--- config.mk ---
export PLATFORM = sky130hd
export DESIGN_NAME = ps2_led_ctrl
export DESIGN_NICKNAME = d
export VERILOG_FILES = /design/src/rtl/ps2_led_ctrl_pkg.sv /design/src/rtl/ps2_led_ctrl_timeout.sv /design/src/rtl/ps2_led_ctrl.sv
export SDC_FILE = /design/constraint.sdc
export NUM_CORES = 1
export LEC_CHECK = 0
export BUFFER_PORTS_ARGS = -buffer_cell sky130_fd_sc_hd__buf_2
export CELL_PAD_IN_SITES_DETAIL_PLACEMENT = 0
export CELL_PAD_IN_SITES_GLOBAL_PLACEMENT = 1
export CORE_ASPECT_RATIO = 0.9
export CORE_UTILIZATION = 34
export CTS_BUF_LIST = sky130_fd_sc_hd__clkbuf_4 sky130_fd_sc_hd__clkbuf_8
export CTS_CLUSTER_DIAMETER = 60
export CTS_CLUSTER_SIZE = 14
export DETAILED_ROUTE_END_ITERATION = 10
export PLACE_DENSITY_LB_ADDON = 0.1
export SETUP_SLACK_MARGIN = 0.02
export SKIP_CTS_REPAIR_TIMING = 1
export SLEW_MARGIN = 20
export SYNTH_ARGS = -nofsm -noshare
export SYNTH_HDL_FRONTEND = slang
export SYNTH_SLANG_ARGS = --single-unit
--- constraint.sdc ---
create_clock -name clk -period 2.7 [get_ports clk]
set_input_delay 0.675 -clock clk [delete_from_list [all_inputs] [get_ports clk]]
set_output_delay 0.675 -clock clk [all_outputs]
set_load 0.01 [all_outputs]
--- src/rtl/ps2_led_ctrl_pkg.sv ---
// Shared constants, state encoding and helpers for the PS/2 Caps Lock LED sequencer.
// Keyboard command/reply bytes, LED bit positions and the sequencer FSM state type.
package ps2_led_ctrl_pkg;

    localparam logic [7:0] PS2_CMD_SETLED = 8'hED;
    localparam logic [7:0] PS2_ACK        = 8'hFA;
    localparam logic [7:0] PS2_RESEND     = 8'hFE;

    localparam int LED_CAPS   = 2;
    localparam int LED_NUM    = 1;
    localparam int LED_SCROLL = 0;

    typedef enum logic [2:0] {
        ST_IDLE      = 3'd0,
        ST_SEND_CMD  = 3'd1,
        ST_WAIT_TX1  = 3'd2,
        ST_WAIT_ACK1 = 3'd3,
        ST_SEND_LED  = 3'd4,
        ST_WAIT_TX2  = 3'd5,
        ST_WAIT_ACK2 = 3'd6
    } state_t;

    // LED argument byte for the set-LED command; only Caps is mirrored.
    function automatic logic [7:0] led_byte(input logic caps);
        logic [7:0] b;
        b             = 8'h00;
        b[LED_CAPS]   = caps;
        b[LED_NUM]    = 1'b0;
        b[LED_SCROLL] = 1'b0;
        return b;
    endfunction

endpackage

--- src/rtl/ps2_led_ctrl_timeout.sv ---
// ps2_timeout: reply watchdog for the LED sequencer.
// Counts enabled cycles and flags the cycle the count reaches TIMEOUT_CYCLES-1.
module ps2_timeout #(
    parameter int TIMEOUT_CYCLES = 2_500_000,
    parameter int TIMEOUT_W      = 22
) (
    input  logic clk,
    input  logic i_sclr,
    input  logic i_clr,
    input  logic i_en,
    output logic o_expire
);

    localparam logic [TIMEOUT_W-1:0] LAST = TIMEOUT_W'(TIMEOUT_CYCLES - 1);

    logic [TIMEOUT_W-1:0] r_cnt;

    // Cycle counter: cleared when a new wait window opens, advances while waiting.
    always_ff @(posedge clk) begin
        if (i_sclr) begin
            r_cnt <= '0;
        end else if (i_clr) begin
            r_cnt <= '0;
        end else if (i_en) begin
            r_cnt <= r_cnt + 1'b1;
        end
    end

    assign o_expire = i_en && (r_cnt == LAST);

endmodule

--- src/rtl/ps2_led_ctrl.sv ---
// ps2_led_ctrl: mirrors Caps Lock to the keyboard LEDs with the ED <led> sequence.
// Optional macro PS2_LED_RETRY_EN enables bounded resend on FE replies.
module ps2_led_ctrl
    import ps2_led_ctrl_pkg::*;
#(
    parameter int TIMEOUT_CYCLES = 2_500_000,
    parameter int TIMEOUT_W      = 22
`ifdef PS2_LED_RETRY_EN
    ,
    parameter int MAX_RETRY      = 3
`endif
) (
    input  logic       clk,
    input  logic       i_sclr,
    input  logic       i_capslock,
    input  logic       i_byte_en,
    input  logic [7:0] i_byte,
    output logic       o_pass_en,
    output logic       o_tx_en,
    output logic [7:0] o_tx_byte,
    input  logic       i_tx_done,
    output logic       o_busy,
    output logic       o_err
);

    state_t     r_state;
    logic       r_tx_en;
    logic [7:0] r_tx_byte;
    logic       r_err;
    logic       r_pending;
    logic       r_led_q;

    logic       w_in_ack;
    logic       w_in_tx;
    logic       w_is_ack;
    logic       w_is_rsd;
    logic       w_timer_clr;
    logic       w_expire;

`ifdef PS2_LED_RETRY_EN
    localparam int RETRY_W = $clog2(MAX_RETRY + 2);
    localparam logic [RETRY_W-1:0] RETRY_LAST = RETRY_W'(MAX_RETRY);
    logic [RETRY_W-1:0] r_retry;
`endif

    assign w_in_ack = (r_state == ST_WAIT_ACK1) || (r_state == ST_WAIT_ACK2);
    assign w_in_tx  = (r_state == ST_WAIT_TX1) || (r_state == ST_WAIT_TX2);
    assign w_is_ack = i_byte_en && (i_byte == PS2_ACK);
    assign w_is_rsd = i_byte_en && (i_byte == PS2_RESEND);

    assign w_timer_clr = w_in_tx && i_tx_done;

    // Replies to our own commands are swallowed; everything else reaches the decoder.
    assign o_pass_en = i_byte_en && !(w_in_ack && (w_is_ack || w_is_rsd));

    assign o_tx_en   = r_tx_en;
    assign o_tx_byte = r_tx_byte;
    assign o_err     = r_err;
    assign o_busy    = (r_state != ST_IDLE);

    ps2_timeout #(
        .TIMEOUT_CYCLES (TIMEOUT_CYCLES),
        .TIMEOUT_W      (TIMEOUT_W)
    ) u_timeout (
        .clk      (clk),
        .i_sclr   (i_sclr),
        .i_clr    (w_timer_clr),
        .i_en     (w_in_ack),
        .o_expire (w_expire)
    );

    // Sequencer: change detect, command/LED send, reply handling and timeout.
    always_ff @(posedge clk) begin
        if (i_sclr) begin
            r_state   <= ST_IDLE;
            r_tx_en   <= 1'b0;
            r_tx_byte <= 8'h00;
            r_err     <= 1'b0;
            r_pending <= 1'b0;
            r_led_q   <= 1'b0;
`ifdef PS2_LED_RETRY_EN
            r_retry   <= '0;
`endif
        end else begin
            r_tx_en <= 1'b0;
            r_err   <= 1'b0;
            if (i_capslock != r_led_q) begin
                r_pending <= 1'b1;
            end
            unique case (r_state)
                ST_IDLE: begin
                    if (r_pending) begin
                        r_led_q   <= i_capslock;
                        r_pending <= 1'b0;
                        r_tx_en   <= 1'b1;
                        r_tx_byte <= PS2_CMD_SETLED;
                        r_state   <= ST_SEND_CMD;
`ifdef PS2_LED_RETRY_EN
                        r_retry   <= '0;
`endif
                    end
                end
                ST_SEND_CMD: begin
                    r_state <= ST_WAIT_TX1;
                end
                ST_WAIT_TX1: begin
                    if (i_tx_done) begin
                        r_state <= ST_WAIT_ACK1;
                    end
                end
                ST_WAIT_ACK1: begin
                    if (w_is_ack) begin
                        r_tx_en   <= 1'b1;
                        r_tx_byte <= led_byte(r_led_q);
                        r_state   <= ST_SEND_LED;
`ifdef PS2_LED_RETRY_EN
                        r_retry   <= '0;
`endif
                    end else if (w_is_rsd) begin
`ifdef PS2_LED_RETRY_EN
                        if (r_retry == RETRY_LAST) begin
                            r_err   <= 1'b1;
                            r_retry <= '0;
                            r_state <= ST_IDLE;
                        end else begin
                            r_retry   <= r_retry + 1'b1;
                            r_tx_en   <= 1'b1;
                            r_tx_byte <= PS2_CMD_SETLED;
                            r_state   <= ST_SEND_CMD;
                        end
`else
                        r_err   <= 1'b1;
                        r_state <= ST_IDLE;
`endif
                    end else if (w_expire) begin
                        r_err     <= 1'b1;
                        r_pending <= 1'b0;
                        r_state   <= ST_IDLE;
                    end
                end
                ST_SEND_LED: begin
                    r_state <= ST_WAIT_TX2;
                end
                ST_WAIT_TX2: begin
                    if (i_tx_done) begin
                        r_state <= ST_WAIT_ACK2;
                    end
                end
                ST_WAIT_ACK2: begin
                    if (w_is_ack) begin
                        r_state <= ST_IDLE;
`ifdef PS2_LED_RETRY_EN
                        r_retry <= '0;
`endif
                    end else if (w_is_rsd) begin
`ifdef PS2_LED_RETRY_EN
                        if (r_retry == RETRY_LAST) begin
                            r_err   <= 1'b1;
                            r_retry <= '0;
                            r_state <= ST_IDLE;
                        end else begin
                            r_retry   <= r_retry + 1'b1;
                            r_tx_en   <= 1'b1;
                            r_tx_byte <= led_byte(r_led_q);
                            r_state   <= ST_SEND_LED;
                        end
`else
                        r_err   <= 1'b1;
                        r_state <= ST_IDLE;
`endif
                    end else if (w_expire) begin
                        r_err     <= 1'b1;
                        r_pending <= 1'b0;
                        r_state   <= ST_IDLE;
                    end
                end
                default: begin
                    r_state <= ST_IDLE;
                end
            endcase
        end
    end

endmodule
======== Yosys cells after proc, flatten, opt, wreduce, memory -nomap -nowiden ========
Index checks and enable logic that the tools add are counted.
W data, S select, Z words.
operators by class
  $add $sub $neg .......................... 1
  $mul .................................... 0
  $lt $le $gt $ge ......................... 0
  bitwise gates (word level) .............. 1
  divide/modulo/power cells ............... 0
  shift-type cells ........................ 0
  equality and inequality tests ........... 14
  reduce and logical (&&, ||, !) cells .... 19
  muxes and demuxes ....................... 22
operator list
  kind                     count
  $add A22 B1 Y22 const B  1
  $eq A22 B22 Y1 const B   1
  $mux W3                  7
  $pmux W3 S7              1
  $eq A8 B8 Y1 const B     2
  $mux W8                  2
  $pmux W8 S2              1
  $eq A3 B3 Y1 const B     3
  $mux W1                  9
  $ne A2 B2 Y1 const B     4
  $eq A3 B2 Y1 const B     2
  $logic_and A1 B1 Y1      6
  $reduce_and A3 Y1        2
  $pmux W1 S2              2
  $reduce_or A2 Y1         2
  $eq A3 B1 Y1 const B     1
  $logic_not A3 Y1         1
  $logic_or A1 B1 Y1       3
  $reduce_bool A3 Y1       1
  $reduce_or A3 Y1         1
  $reduce_and A2 Y1        1
  $reduce_bool A2 Y1       1
  $logic_not A1 Y1         1
  $ne A1 B1 Y1             1
  $not A1 Y1               1
storage, ports and cells
  input bits .............................. 13
  bits in latches ......................... 0
  memory bits (writable) .................. 0
  word-level logic and storage cells ...... 64
  bits in read-only memories .............. 0
  register bits after elaboration ......... 37
  memories kept ........................... 0

======== Depth between registers and ports, before layout ========
  depth after elaboration ................. 7
  gate-level depth with buffers ........... 6

======== Cells and area by module ========
Synthesis repeated with hierarchy kept, for this count alone.
unflattened totals
  cell total of the unflattened synthesis .. 198
  area, all modules ....................... 1636.6 um^2
by module, submodules not included
  module        instances  cells each  area an instance (um^2)
  ps2_timeout   1          130         1079.8
  ps2_led_ctrl  1          68          556.8

======== Worst setup path before layout ========
No wires, ideal clock.
  path type ............................... input to output
  start point ............................. input port i_byte[0]
  end point ............................... output port o_pass_en
  path slack .............................. 664 ps
  required time ........................... 2025 ps
  cell stages on the path ................. 3
  arrival ................................. 1361 ps
  cells stage by stage .................... nand4b_1 or2_2 o21a_1
between the ends
  cells in the longest elaborated chain, start to end .. 6
RTL lines
  item                                    line                                    text
  start: declaration                      ps2_led_ctrl.sv:17                      input logic [7:0] i_byte,
  $eq A8 B8 Y1 (on tied branches)         ps2_led_ctrl.sv:48, ps2_led_ctrl.sv:49
  $logic_and A1 B1 Y1 (on tied branches)  ps2_led_ctrl.sv:48, ps2_led_ctrl.sv:49
  $logic_or A1 B1 Y1 (*)                  ps2_led_ctrl.sv:54                      assign o_pass_en = i_byte_en && !(w_in_ack && (w_is_ack || w_is_rsd));
  $logic_and A1 B1 Y1 (*)                 ps2_led_ctrl.sv:54
  $logic_not A1 Y1 (*)                    ps2_led_ctrl.sv:54
  $logic_and A1 B1 Y1 (*)                 ps2_led_ctrl.sv:54
  end: declaration                        ps2_led_ctrl.sv:18                      output logic o_pass_en,
Mark *: on every way between the ends. The rest lies on a longest branch, timed or not.

======== Worst setup path after layout ========
  start point ............................. register r_state[0]
  end point ............................... output port o_pass_en
between the ends
  cells in the longest elaborated chain, start to end .. 5
RTL lines
  item                                                 line                 text
  start: declaration                                   ps2_led_ctrl.sv:26   state_t r_state;
  start signal: assignment                             ps2_led_ctrl.sv:75   r_state <= ST_IDLE;
  start signal: assignment                             ps2_led_ctrl.sv:97   r_state <= ST_SEND_CMD;
  start signal: assignment                             ps2_led_ctrl.sv:104  r_state <= ST_WAIT_TX1;
  $eq A3 B2 Y1 / $eq A3 B3 Y1 (equally long branches)  ps2_led_ctrl.sv:46   assign w_in_ack = (r_state == ST_WAIT_ACK1) || (r_state == ST_WAIT_ACK2);
  $logic_or A1 B1 Y1 (*)                               ps2_led_ctrl.sv:46
  $logic_and A1 B1 Y1 (*)                              ps2_led_ctrl.sv:54
  $logic_not A1 Y1 (*)                                 ps2_led_ctrl.sv:54
  $logic_and A1 B1 Y1 (*)                              ps2_led_ctrl.sv:54
Marks and branches as above.

==> impl_metrics.toml <==
[floorplan]
initial_core_util_pct = 35.39
num_rows = 24
core_mm2 = 0.004865
io_pins = 25
dieWidth_um = 77.01
dieArea_mm2 = 0.005353
die_h_um = 69.51

[clock_tree]
h-tree-depth = 2
cts-buffers-inserted = 5
clkTransAtPathRegs_ps = 70
clock-sinks = 31
cts_tree = "done"
worstSkewPairLatency_ps = 280
cts_buffer_depth = 2
clock-root-buffer = "clkbuf_8"

[sta]
maxSlewHeadroom_pct = 61.90
grt_setup_unrepaired = "no"
fin_hold_ws_ps = 490.4
tns_ps = 0
fin_crit_sh_pct = 85.06
hold_viol = 0
maxSlewViolCount = 0
tightest_slew_ps = 563.8
skew_ps = 6.860
period_needed_ps = 2297
setup_violations = 0
fin_ws_ps = 403.3
max_freq_mhz = 435.4

[synthesis]
yosys_warnings = 0
yosys_most_used_dff = "dfxtp_1"
async_flop_share_pct = 0
yosys.area.top_type = "dfxtp_1"
ys_types = 52
syn-cell-area_mm2 = 0.001722
netlist.area_leader.share_pct = 36.05
ys_seq_elements = 31
synth_edf_count = 0
ys_seq_area_share_pct = 36.05
synthTopCellsByArea = "dfxtp_1 36%, xor2_1 4.6%, nand4_1 4.0%, nor2_1 3.9%, or4_1 3.9%"
postSynthCellCount = 203
syn_avg_cell_area_um2 = 8.481

[pwr]
powerDensity_mw_per_mm2 = 619.0
ir_drop_v = 0.0002715
cellLeakagePower_nw = 0.6637

[cells_and_area]
multi_input_area_um2 = 972.2
final_nets = 233
syn_to_final_growth_pct = 11.41
drive_gt1_share_pct = 20.00
register_area_um2 = 620.6
antennaDiodeCount = 0
fillerInstances = 524
stdcell_count = 285

[placed_design]
portBuffers = 22
dp_hpwl_um = 2908
dp_cells = 277
routabilityCongestion = 0.8002
pre_cts_ws_ps = 437.1

[worst_setup_path]
cp_slowest_cell = "dfxtp_1"
critPathMaxStageDelay_ps = 660
setup.worst_path.start_class = "flop"
worstSetupPathType = "reg2out"
critPathCaptureType = "output pin"
arrival_ps = 1620
crit_fanout = 12
reg2reg_depth = 4
r2r-start = "r_state[0]$_SDFFE_PP0P_"
cp_cell_sequence = "xor2_4 > nand2_1 > o21a_1 > buf_2"
required_ps = 2030
rrSetupSlack_ps = 570
worstReg2RegEnd = "u_timeout.r_cnt[10]$_SDFFE_PP0P_"

[route]
viasPerCell = 5.428
via_count = 1547
dr.pass1.iters = 6
drt_iter0_drc = 133
routedWlPerCell_um = 14.21
wl_um = 4049
antenna_left = 0
drc = 0

[status]
status = "complete, no violations"

[run]
maxCapViolations = 0

[global_route]
grt_pass1_wl_um = 6948
first_global_vias = 1410
grt_overflow = 0
grt_max_degree = 23
antenna_found_initial = 0
grt_usage_pct = 16.60

[hold_path]
min_path_cells = 2
hold_end = "r_led_q$_SDFFE_PP0P_"
worstHoldStart = "r_led_q$_SDFFE_PP0P_"
hold_class = "reg2reg"
-- worst max path at each step --
stage	startpoint	to	cells after the start
2_1_floorplan	i_byte[0]	o_pass_en	3
3_3_place_gp	i_byte[0]	o_pass_en	5
3_5_place_dp	i_byte[0]	o_pass_en	5
4_1_cts	r_state[0]$_SDFFE_PP0P_	o_pass_en	4
5_1_grt	r_state[0]$_SDFFE_PP0P_	o_pass_en	4
6_report	r_state[0]$_SDFFE_PP0P_	o_pass_en	4
-- power breakdown --
part	switching, W	internal [W]	total, W
combinational	0.000129	0.000100	0.000229
clock	0.000172	0.000243	0.000415
sequential	0.0000566	0.000487	0.000543
-- synthesized netlist by cell type (2+ instances only) --
master,instances
nor2_1,18
clkbuf_8,2
xnor2_1,2
nor4_1,3
o211ai_1,2
and4_1,2
dfxtp_1,31
o31ai_1,7
nor3_1,8
nand3_1,9
nand4_1,11
and2_1,3
clkbuf_1,2
or4_1,9
o21a_1,2
buf_4,7
xor2_1,9
and3_1,3
a21oi_1,13
nand2_1,16
buf_2,3
or3_1,3
inv_1,4
o21ai_0,6
-- worst max-delay path: cells and delay by family (launching register included) --
| family | cells | cell delay (ps) |
|---|---|---|
| DFF | 1 | 660 |
| AOI/OAI and AO/OA | 1 | 230 |
| buffers and inverters | 1 | 130 |
| and+or+nand+nor | 1 | 130 |
| xor gates and xnor gates | 1 | 190 |
-- sequential cells by signal (all words and copies together) (netlist names) --
| signal | flops |
|---|---|
| r_led_q | 1 |
| o_err | 1 |
| r_pending | 1 |
| o_tx_en | 1 |
| o_tx_byte | 2 |
| u_timeout.r_cnt | 22 |
| r_state | 3 |
-- routing by layer --
layer	vias up	global-route usage (%)	routed length, µm
met5	-	0	0
met3	9	3.816	227
li1	773	-	-
met2	43	23.12	1725
met1	722	24.21	2017
met4	0	7.128	79
-- cell usage in the layout (no fill, tap or decap), types with 6 or more instances in the layout --
| cell | n |
|---|---|
| xor2_1 | 9 |
| buf_2 | 22 |
| a21oi_1 | 13 |
| nand2_1 | 16 |
| nand3_1 | 9 |
| nor3_1 | 8 |
| o31ai_1 | 7 |
| nor2_1 | 18 |
| dfxtp_1 | 31 |
| clkbuf_8 | 7 |
| or4_1 | 9 |
| o21ai_0 | 6 |
| nand4_1 | 11 |
-- logic make-up after synthesis --
logic type	share of synthesized area (%)
xor gates and xnor gates	8.140
AOI/OAI and AO/OA	13.08
other	0.2178
DFF	36.05
adders and majority gates	0.7266
buffers and inverters	7.703
and+or+nand+nor	34.09
-- cell type report --
class | instances | share of cell area [%]
Timing Repair Buffer | 24 | 6.523
Multi-Input combinational cell | 153 | 50.68
Sequential cell | 31 | 32.35
Inverter | 4 | 0.7828
Clock buffer | 8 | 5.414
Tap cell | 65 | 4.240
-- stage by stage --
step / utilization [%] / total power, W / area, µm²
3_5_place_dp: 37.29 / 0.0007820 / 1814
2_1_floorplan: - / 0.0007387 / 1725
4_1_cts: 39.43 / 0.001204 / 1918
6_report: 39.43 / 0.001187 / 1918
3_3_place_gp: 37.29 / 0.0007802 / 1814
5_1_grt: 39.43 / 0.001265 / 1918
No activity file was read; power rests on OpenSTA's default activity.
